==> config.mk <==
export PLATFORM = sky130hd
export DESIGN_NAME = mem_stage_hs_flat
export DESIGN_NICKNAME = d
export VERILOG_FILES = /design/src/rtl/mem_pkg.sv /design/src/rtl/mem_stage_hs_if.sv /design/src/rtl/mem_lane_align.sv /design/src/rtl/mem_stage_hs.sv /design/src/flat_wrapper.sv
export SDC_FILE = /design/constraint.sdc
export NUM_CORES = 1
export LEC_CHECK = 0
export CAP_MARGIN = 5
export CORE_MARGIN = 2
export CORE_UTILIZATION = 38
export CTS_BUF_LIST = sky130_fd_sc_hd__clkbuf_16
export DETAILED_ROUTE_END_ITERATION = 10
export PLACE_DENSITY = 0.82
export SYNTH_ARGS = -nofsm -noshare
export SYNTH_HDL_FRONTEND = slang
export SYNTH_SLANG_ARGS = --single-unit
==> constraint.sdc <==
create_clock -name clk -period 2.43 [get_ports clk]
set_clock_uncertainty 0.05 [all_clocks]
set_input_delay 0.243 -clock clk [delete_from_list [all_inputs] [get_ports clk]]
set_output_delay 0.243 -clock clk [all_outputs]
set_load 0.01 [all_outputs]
==> src/rtl/mem_pkg.sv <==
// Shared definitions for the MEM stage: access-size encodings, FSM states and
// the byte-enable helper.
package mem_pkg;

    typedef enum logic [1:0] {
        SZ_B = 2'b00,
        SZ_H = 2'b01,
        SZ_W = 2'b10,
        SZ_D = 2'b11
    } size_e;

    typedef enum logic {
        ST_IDLE = 1'b0,
        ST_WAIT = 1'b1
    } state_e;

    // Byte enables for a 64-bit lane group; the offset is truncated to natural alignment.
    function automatic logic [7:0] be_for(input logic [1:0] size, input logic [2:0] addr);
        logic [7:0] ones;
        logic [2:0] off;
        unique case (size)
            SZ_B:    begin ones = 8'h01; off = addr;                end
            SZ_H:    begin ones = 8'h03; off = addr & 3'b110;       end
            SZ_W:    begin ones = 8'h0F; off = addr & 3'b100;       end
            default: begin ones = 8'hFF; off = 3'b000;              end
        endcase
        return ones << off;
    endfunction

endpackage

==> src/rtl/mem_stage_hs_if.sv <==
// Data-memory request/acknowledge bus.
//   master: stage side (drives request, address, write data, byte enables)
//   slave : memory side (returns read data and acknowledge)
interface mem_stage_hs_if #(
    parameter int unsigned DATA_W = 32,
    parameter int unsigned ADDR_W = 32
);
    logic                  dm_req;
    logic                  dm_we;
    logic [ADDR_W-1:0]     dm_addr;
    logic [DATA_W-1:0]     dm_wdata;
    logic [DATA_W/8-1:0]   dm_be;
    logic [DATA_W-1:0]     dm_rdata;
    logic                  dm_ack;

    modport master (output dm_req, dm_we, dm_addr, dm_wdata, dm_be,
                    input  dm_rdata, dm_ack);
    modport slave  (input  dm_req, dm_we, dm_addr, dm_wdata, dm_be,
                    output dm_rdata, dm_ack);
endinterface

==> src/rtl/mem_lane_align.sv <==
// Combinational lane logic: aligned address, byte enables, store-data replication,
// load lane extraction with sign/zero extension and misalignment detection.
// Ports: size/is_unsigned/addr/wdata/rdata in; addr_c/be_c/wdata_c/rdata_c/misalign_c out.
module mem_lane_align
    import mem_pkg::*;
#(
    parameter int unsigned DATA_W = 32,
    parameter int unsigned ADDR_W = 32
) (
    input  logic [1:0]          size,
    input  logic                is_unsigned,
    input  logic [ADDR_W-1:0]   addr,
    input  logic [DATA_W-1:0]   wdata,
    input  logic [DATA_W-1:0]   rdata,
    output logic [ADDR_W-1:0]   addr_c,
    output logic [DATA_W/8-1:0] be_c,
    output logic [DATA_W-1:0]   wdata_c,
    output logic [DATA_W-1:0]   rdata_c,
    output logic                misalign_c
);
    localparam int unsigned NB = DATA_W / 8;
    localparam int unsigned LB = (DATA_W == 64) ? 3 : 2;

    logic [1:0]        size_eff;
    logic [2:0]        off3;
    logic [2:0]        size_mask;
    logic [2:0]        off_al;
    logic [7:0]        be8;
    logic [DATA_W-1:0] sh;
    logic              sign;
    int unsigned       nbits;

    // A 32-bit datapath has no doubleword; treat it as a word.
    assign size_eff = (DATA_W == 32 && size == SZ_D) ? SZ_W : size;
    assign off3     = 3'(addr[LB-1:0]);
    assign addr_c   = {addr[ADDR_W-1:LB], {LB{1'b0}}};
    assign be8      = be_for(size_eff, off3);
    assign be_c     = be8[NB-1:0];

    always_comb begin
        unique case (size_eff)
            SZ_B:    size_mask = 3'b000;
            SZ_H:    size_mask = 3'b001;
            SZ_W:    size_mask = 3'b011;
            default: size_mask = 3'b111;
        endcase
    end

    assign misalign_c = |(off3 & size_mask);
    assign off_al     = off3 & ~size_mask;

    // Store data copied into every lane group of the access size.
    always_comb begin
        wdata_c = '0;
        for (int unsigned i = 0; i < NB; i++) begin
            unique case (size_eff)
                SZ_B:    wdata_c[8*i +: 8] = wdata[7:0];
                SZ_H:    wdata_c[8*i +: 8] = wdata[8*(i%2) +: 8];
                SZ_W:    wdata_c[8*i +: 8] = wdata[8*(i%4) +: 8];
                default: wdata_c[8*i +: 8] = wdata[8*i +: 8];
            endcase
        end
    end

    // Shift the addressed lane down to bit 0, then extend above the access width.
    always_comb begin
        sh    = rdata >> {off_al, 3'b000};
        nbits = 32'd8 << size_eff;
        unique case (size_eff)
            SZ_B:    sign = sh[7];
            SZ_H:    sign = sh[15];
            SZ_W:    sign = sh[31];
            default: sign = sh[DATA_W-1];
        endcase
        sign    = sign & ~is_unsigned;
        rdata_c = '0;
        for (int unsigned j = 0; j < DATA_W; j++) begin
            rdata_c[j] = (j < nbits) ? sh[j] : sign;
        end
    end

endmodule

==> src/rtl/mem_stage_hs.sv <==
// MEM pipeline stage with req/ack data-memory handshake, stall generation and the
// registered MEM/WB boundary.
// Ports: clk, rst (async active-low); ex_* EX/MEM inputs; mem_stall; dm (memory bus,
// master side); wb_* registered MEM/WB outputs.
// Build option: MEM_MISALIGN_TRAP_EN makes misaligned accesses complete without a
// memory request and raise wb_misalign; otherwise the low address bits are truncated.
module mem_stage_hs
    import mem_pkg::*;
#(
    parameter int unsigned DATA_W     = 32,
    parameter int unsigned ADDR_W     = 32,
    parameter int unsigned REG_ADDR_W = 5
) (
    input  logic                  clk,
    input  logic                  rst,
    input  logic                  ex_valid,
    input  logic                  ex_mem_read,
    input  logic                  ex_mem_write,
    input  logic                  ex_mem_to_reg,
    input  logic                  ex_reg_write,
    input  logic [1:0]            ex_size,
    input  logic                  ex_unsigned,
    input  logic [DATA_W-1:0]     ex_alu_result,
    input  logic [DATA_W-1:0]     ex_write_data,
    input  logic [REG_ADDR_W-1:0] ex_write_reg,
    output logic                  mem_stall,
    mem_stage_hs_if.master        dm,
    output logic                  wb_valid,
    output logic                  wb_mem_to_reg,
    output logic                  wb_reg_write,
    output logic [DATA_W-1:0]     wb_read_data,
    output logic [DATA_W-1:0]     wb_alu_result,
    output logic [REG_ADDR_W-1:0] wb_write_reg,
    output logic                  wb_misalign
);
`ifdef MEM_MISALIGN_TRAP_EN
    localparam bit TRAP_EN = 1'b1;
`else
    localparam bit TRAP_EN = 1'b0;
`endif

    state_e                state_q, state_d;
    logic                  wb_valid_q, wb_valid_d;
    logic                  wb_mem_to_reg_q, wb_mem_to_reg_d;
    logic                  wb_reg_write_q, wb_reg_write_d;
    logic [DATA_W-1:0]     wb_read_data_q, wb_read_data_d;
    logic [DATA_W-1:0]     wb_alu_result_q, wb_alu_result_d;
    logic [REG_ADDR_W-1:0] wb_write_reg_q, wb_write_reg_d;
    logic                  wb_misalign_q, wb_misalign_d;

    logic                  mem_op, trap, req, stall, load_wb, req_on;
    logic [ADDR_W-1:0]     addr_c;
    logic [DATA_W/8-1:0]   be_c;
    logic [DATA_W-1:0]     wdata_c, rdata_c;
    logic                  misalign_c;

    mem_lane_align #(.DATA_W(DATA_W), .ADDR_W(ADDR_W)) u_align (
        .size        (ex_size),
        .is_unsigned (ex_unsigned),
        .addr        (ADDR_W'(ex_alu_result)),
        .wdata       (ex_write_data),
        .rdata       (dm.dm_rdata),
        .addr_c      (addr_c),
        .be_c        (be_c),
        .wdata_c     (wdata_c),
        .rdata_c     (rdata_c),
        .misalign_c  (misalign_c)
    );

    assign mem_op = ex_valid & (ex_mem_read | ex_mem_write);
    assign trap   = TRAP_EN & mem_op & misalign_c;

    // Next state, request/stall, and MEM/WB register inputs (bubble by default).
    always_comb begin
        state_d = state_q;
        req     = 1'b0;
        stall   = 1'b0;
        load_wb = 1'b0;
        unique case (state_q)
            ST_IDLE: begin
                if (mem_op && !trap) begin
                    req = 1'b1;
                    if (dm.dm_ack) begin
                        load_wb = 1'b1;
                    end else begin
                        stall   = 1'b1;
                        state_d = ST_WAIT;
                    end
                end else begin
                    load_wb = 1'b1;
                end
            end
            ST_WAIT: begin
                req = 1'b1;
                if (dm.dm_ack) begin
                    load_wb = 1'b1;
                    state_d = ST_IDLE;
                end else begin
                    stall = 1'b1;
                end
            end
            default: state_d = ST_IDLE;
        endcase

        wb_valid_d      = 1'b0;
        wb_mem_to_reg_d = 1'b0;
        wb_reg_write_d  = 1'b0;
        wb_read_data_d  = '0;
        wb_alu_result_d = '0;
        wb_write_reg_d  = '0;
        wb_misalign_d   = 1'b0;
        if (load_wb) begin
            wb_valid_d      = ex_valid;
            wb_mem_to_reg_d = ex_mem_to_reg;
            wb_reg_write_d  = ex_valid & ex_reg_write & ~trap;
            wb_alu_result_d = ex_alu_result;
            wb_write_reg_d  = ex_write_reg;
            wb_misalign_d   = trap;
            // Read+write together is a store, so no load data is returned.
            if (mem_op && ex_mem_read && !ex_mem_write && !trap) begin
                wb_read_data_d = rdata_c;
            end
        end
    end

    // State and MEM/WB registers.
    always_ff @(posedge clk or negedge rst) begin
        if (!rst) begin
            state_q         <= ST_IDLE;
            wb_valid_q      <= 1'b0;
            wb_mem_to_reg_q <= 1'b0;
            wb_reg_write_q  <= 1'b0;
            wb_read_data_q  <= '0;
            wb_alu_result_q <= '0;
            wb_write_reg_q  <= '0;
            wb_misalign_q   <= 1'b0;
        end else begin
            state_q         <= state_d;
            wb_valid_q      <= wb_valid_d;
            wb_mem_to_reg_q <= wb_mem_to_reg_d;
            wb_reg_write_q  <= wb_reg_write_d;
            wb_read_data_q  <= wb_read_data_d;
            wb_alu_result_q <= wb_alu_result_d;
            wb_write_reg_q  <= wb_write_reg_d;
            wb_misalign_q   <= wb_misalign_d;
        end
    end

    // Bus and stall are combinational; all are held at 0 while reset is asserted.
    assign req_on      = req & rst;
    assign mem_stall   = stall & rst;
    assign dm.dm_req   = req_on;
    assign dm.dm_we    = req_on & ex_mem_write;
    assign dm.dm_addr  = req_on ? addr_c  : '0;
    assign dm.dm_wdata = (req_on && ex_mem_write) ? wdata_c : '0;
    assign dm.dm_be    = req_on ? be_c    : '0;

    assign wb_valid      = wb_valid_q;
    assign wb_mem_to_reg = wb_mem_to_reg_q;
    assign wb_reg_write  = wb_reg_write_q;
    assign wb_read_data  = wb_read_data_q;
    assign wb_alu_result = wb_alu_result_q;
    assign wb_write_reg  = wb_write_reg_q;
    assign wb_misalign   = wb_misalign_q;

endmodule
==> src/flat_wrapper.sv <==
// flat-port wrapper written by rule: the top's interface ports become plain ports
module mem_stage_hs_flat import mem_pkg::*;
#(
    parameter int unsigned DATA_W     = 32,
    parameter int unsigned ADDR_W     = 32,
    parameter int unsigned REG_ADDR_W = 5
)
  (clk, rst, ex_valid, ex_mem_read, ex_mem_write, ex_mem_to_reg, ex_reg_write, ex_size, ex_unsigned, ex_alu_result, ex_write_data, ex_write_reg, mem_stall, wb_valid, wb_mem_to_reg, wb_reg_write, wb_read_data, wb_alu_result, wb_write_reg, wb_misalign, dm_dm_req, dm_dm_we, dm_dm_addr, dm_dm_wdata, dm_dm_be, dm_dm_rdata, dm_dm_ack);
  mem_stage_hs_if #(.DATA_W(DATA_W), .ADDR_W(ADDR_W)) dm_i ();
  input  logic clk;
  input  logic rst;
  input  logic ex_valid;
  input  logic ex_mem_read;
  input  logic ex_mem_write;
  input  logic ex_mem_to_reg;
  input  logic ex_reg_write;
  input  logic [1:0] ex_size;
  input  logic ex_unsigned;
  input  logic [DATA_W-1:0] ex_alu_result;
  input  logic [DATA_W-1:0] ex_write_data;
  input  logic [REG_ADDR_W-1:0] ex_write_reg;
  output logic mem_stall;
  output logic wb_valid;
  output logic wb_mem_to_reg;
  output logic wb_reg_write;
  output logic [DATA_W-1:0] wb_read_data;
  output logic [DATA_W-1:0] wb_alu_result;
  output logic [REG_ADDR_W-1:0] wb_write_reg;
  output logic wb_misalign;
  output wire logic [$bits(dm_i.dm_req)-1:0] dm_dm_req;
  output wire logic [$bits(dm_i.dm_we)-1:0] dm_dm_we;
  output wire logic [$bits(dm_i.dm_addr)-1:0] dm_dm_addr;
  output wire logic [$bits(dm_i.dm_wdata)-1:0] dm_dm_wdata;
  output wire logic [$bits(dm_i.dm_be)-1:0] dm_dm_be;
  input wire logic [$bits(dm_i.dm_rdata)-1:0] dm_dm_rdata;
  input wire logic [$bits(dm_i.dm_ack)-1:0] dm_dm_ack;
  assign dm_dm_req = dm_i.dm_req;
  assign dm_dm_we = dm_i.dm_we;
  assign dm_dm_addr = dm_i.dm_addr;
  assign dm_dm_wdata = dm_i.dm_wdata;
  assign dm_dm_be = dm_i.dm_be;
  assign dm_i.dm_rdata = dm_dm_rdata;
  assign dm_i.dm_ack = dm_dm_ack;
  mem_stage_hs #(.DATA_W(DATA_W), .ADDR_W(ADDR_W), .REG_ADDR_W(REG_ADDR_W)) u_core (.clk(clk), .rst(rst), .ex_valid(ex_valid), .ex_mem_read(ex_mem_read), .ex_mem_write(ex_mem_write), .ex_mem_to_reg(ex_mem_to_reg), .ex_reg_write(ex_reg_write), .ex_size(ex_size), .ex_unsigned(ex_unsigned), .ex_alu_result(ex_alu_result), .ex_write_data(ex_write_data), .ex_write_reg(ex_write_reg), .mem_stall(mem_stall), .dm(dm_i), .wb_valid(wb_valid), .wb_mem_to_reg(wb_mem_to_reg), .wb_reg_write(wb_reg_write), .wb_read_data(wb_read_data), .wb_alu_result(wb_alu_result), .wb_write_reg(wb_write_reg), .wb_misalign(wb_misalign));
endmodule
==> metrics.json <==
{
  "yosys": {
    "synth-seq-area-share_pct": 50.0,
    "synthesis.instances": 367,
    "synth_warnings": 0,
    "synth_area_leaders": "dfrtp_1 50%, and2_1 7.7%, nor2b_1 6.7%",
    "synth_async_sr_flop_share_pct": 100,
    "post-synth-top-area-cell": "dfrtp_1",
    "syn-cell-area_um2": 3650,
    "synth_top_flop_cell": "dfrtp_1",
    "synth.ff_latch_count": 73,
    "synth.lib_cells_used.distinct": 39,
    "synth_top_area_share_pct": 50.0,
    "synth.avg_cell_area_um2": 9.95,
    "number_of_enable_flip_flop_cells_after_synthesis": 0
  },
  "sta": {
    "drv_slew": 0,
    "layout_min_cycle_time_ns": 2.29,
    "max-slew-margin-rel_pct": 42.6,
    "final.hold.worst_slack_ns": 0.114,
    "timing.final.hold_violations": 0,
    "rsz0062_at_grt": "false",
    "worstMarginPinSlew_ns": 0.861,
    "finalCritPeriodShare_pct": 94.4,
    "report.final.setup_viol": 0,
    "final.setup.tns_ns": 0,
    "maxClockFrequency_mhz": 436
  },
  "setup_path": {
    "worstPathArrival_ns": 2.00,
    "required_ns": 2.14,
    "crit_type": "in -> out",
    "critPathCaptureType": "primary output",
    "worst-r2r-cell-count": 4,
    "worst_setup_path_start_kind": "input port",
    "timing.critical_path.fanout_max": 31
  },
  "grt": {
    "antenna_violations_before_repair": 0,
    "wire_length_of_the_first_global_routing_pass_um": 19300,
    "grt.total_usage_pct": 24.4,
    "grt_start_max_net_pins": 69,
    "grt_overflow_total": 0,
    "first_global_vias": 3676
  },
  "clock_tree": {
    "tritoncts": "done",
    "cts_htree_levels": 3,
    "cts_made_buffers": 9,
    "cts_max_path_buffers": 2,
    "clock_tree.root_cell": "clkbuf_16",
    "post-cts-setup-buffer-count": 0,
    "cts_sinks": 73,
    "clock_slew_seen_by_the_registers_of_the_worst_setup_and_hold_paths_ns": 0.05,
    "clock_latency_at_the_later_pin_of_the_worst_skew_pair_ns": 0.32
  },
  "status": {
    "status": "finished clean"
  },
  "flow_run": {
    "drv.max_cap_violation_count": 0
  },
  "routing": {
    "drc": 0,
    "firstDrtPassIters": 4,
    "antenna_violating_nets_post_route": 0,
    "post_drt_via_cell_ratio": 5.00,
    "detailedRoute.firstIterationViolations": 137,
    "drt-total-wl_um": 13200,
    "routedWlPerCell_um": 17.5,
    "detailroute.via_count": 3765
  },
  "hold_path": {
    "holdCritPathClass": "in -> async"
  },
  "cells_and_area": {
    "num-nets-final": 732,
    "fraction_of_final_layout_cells_with_drive_strength_greater_than_1_pct": 7.21,
    "antenna_diode_count": 0,
    "area.growth.synth_to_final_pct": 83.8
  },
  "placement": {
    "buffer_ports.inserted": 252,
    "place.gp.congestion": 0.859,
    "place_hpwl_um": 10100
  },
  "die": {
    "num_rows": 35,
    "design.portCount": 256,
    "floorplan.die.width_um": 102,
    "floorplan.initialDensity_pct": 39.3,
    "die_area_um2": 10400,
    "floorplan.core_area_um2": 9280,
    "die_h_um": 102
  },
  "power": {
    "vdd_ir_max_uv": 353,
    "power-per-cell-area_nw_per_um2": 534,
    "p_leak_uw": 0.00294
  }
}
-- repair_timing --
action | CTS | global route
gates resized for setup | 0 | 1
hold endpoints to repair | 5 | 0
hold buffers | 1 | 0
endpoints found under the setup margin | 0 | 19
-- cell families after synthesis --
logic type | after synthesis | synth area share [%]
AND/OR/NAND/NOR | 189 | 27.5
flip-flops | 73 | 50.0
AO/OA/AOI/OAI | 44 | 8.46
buffers and inverters | 34 | 4.35
multiplexers | 26 | 9.56
other | 1 | 0.103
-- synth_stat cells, types with 2 or more instances --
master     number
nand3_1        10
buf_2          10
inv_1           5
and3b_1         2
a22oi_1         2
a21oi_1        17
o2bb2ai_1       7
nand2b_1        2
dfrtp_1        73
mux4_2          7
and2_1         45
o22ai_1         7
nand2_1        40
nor2b_1        39
o21ai_0         2
nor3_1         10
mux2i_1        18
buf_4           5
nor2_1         34
clkbuf_1       13
-- layer usage --
metal  wire [um]  GRT usage, %  vias up
li1            -             -     1728
met1        4860          27.3     1797
met2        6960          45.2      218
met3        1120          6.50       22
met4         271          7.49        0
met5           0             0        -
-- stage by stage --
step	utilization (%)	cells	area, um^2	total power, uW	setup slack, ns
after floorplan	-	369	3660	1600	0.920
after global placement	68.5	737	6360	2110	0.152
after detailed placement	68.5	737	6360	2120	0.110
after CTS	72.2	753	6710	3610	0.0983
after global routing	72.3	753	6710	3720	0.0247
final	72.3	753	6710	3580	0.136
-- report_power, final --
group	switching [uW]	internal, uW	leakage (uW)	total, uW
Sequential	16.2	1270	0.000950	1290
Clock	482	993	0.000163	1470
Combinational	344	472	0.00183	815
-- placed cells by master, fill, tap and decap left out, types with 2 or more instances in the layout --
cell type,n
nor2b_1,39
inv_1,5
nand3_1,10
mux2i_1,18
o21ai_0,2
clkdlybuf4s50_1,249
a21oi_1,17
and2_1,45
buf_12,4
nor2_1,33
nor3_1,10
dfrtp_1,73
nand2_1,40
buf_4,12
o22ai_1,7
a22oi_1,2
clkbuf_16,9
nand2b_1,2
o2bb2ai_1,7
mux4_2,7
bufinv_16,3
clkinv_1,2
and3b_1,2
conb_1,3
-- path summary, 6_finish.rpt --
path,startpoint,endpoint,slack (ns)
setup / recovery,ex_mem_write,dm_dm_addr[25],0.14
hold / removal,rst,u_core.wb_alu_result[11],0.11
setup reg to reg,u_core.state_q,u_core.wb_reg_write,1.25
hold reg to reg,u_core.state_q,u_core.state_q,0.60
max in group asynchronous,rst,u_core.wb_read_data[25],1.67
min in group clk,ex_valid,u_core.wb_valid,0.22
-- layout make-up --
class | count | area (um^2)
tap | 129 | 161
timing repair buffer | 268 | 2690
fill | 685 | 2570
clock inverter | 6 | 108
multi-input combinational | 262 | 1680
inverter | 6 | 22.5
sequential | 73 | 1830
clock buffer | 9 | 225
-- critical path, stage by stage --
cell and delay, ns:
clkdlybuf4s50_1 0.46, o21a_1 0.21, o21ai_1 0.16, inv_1 0.10, buf_12 0.16, and2_1 0.17, clkdlybuf4s50_1 0.48
Note: power is estimated with default switching activity, not from simulation.
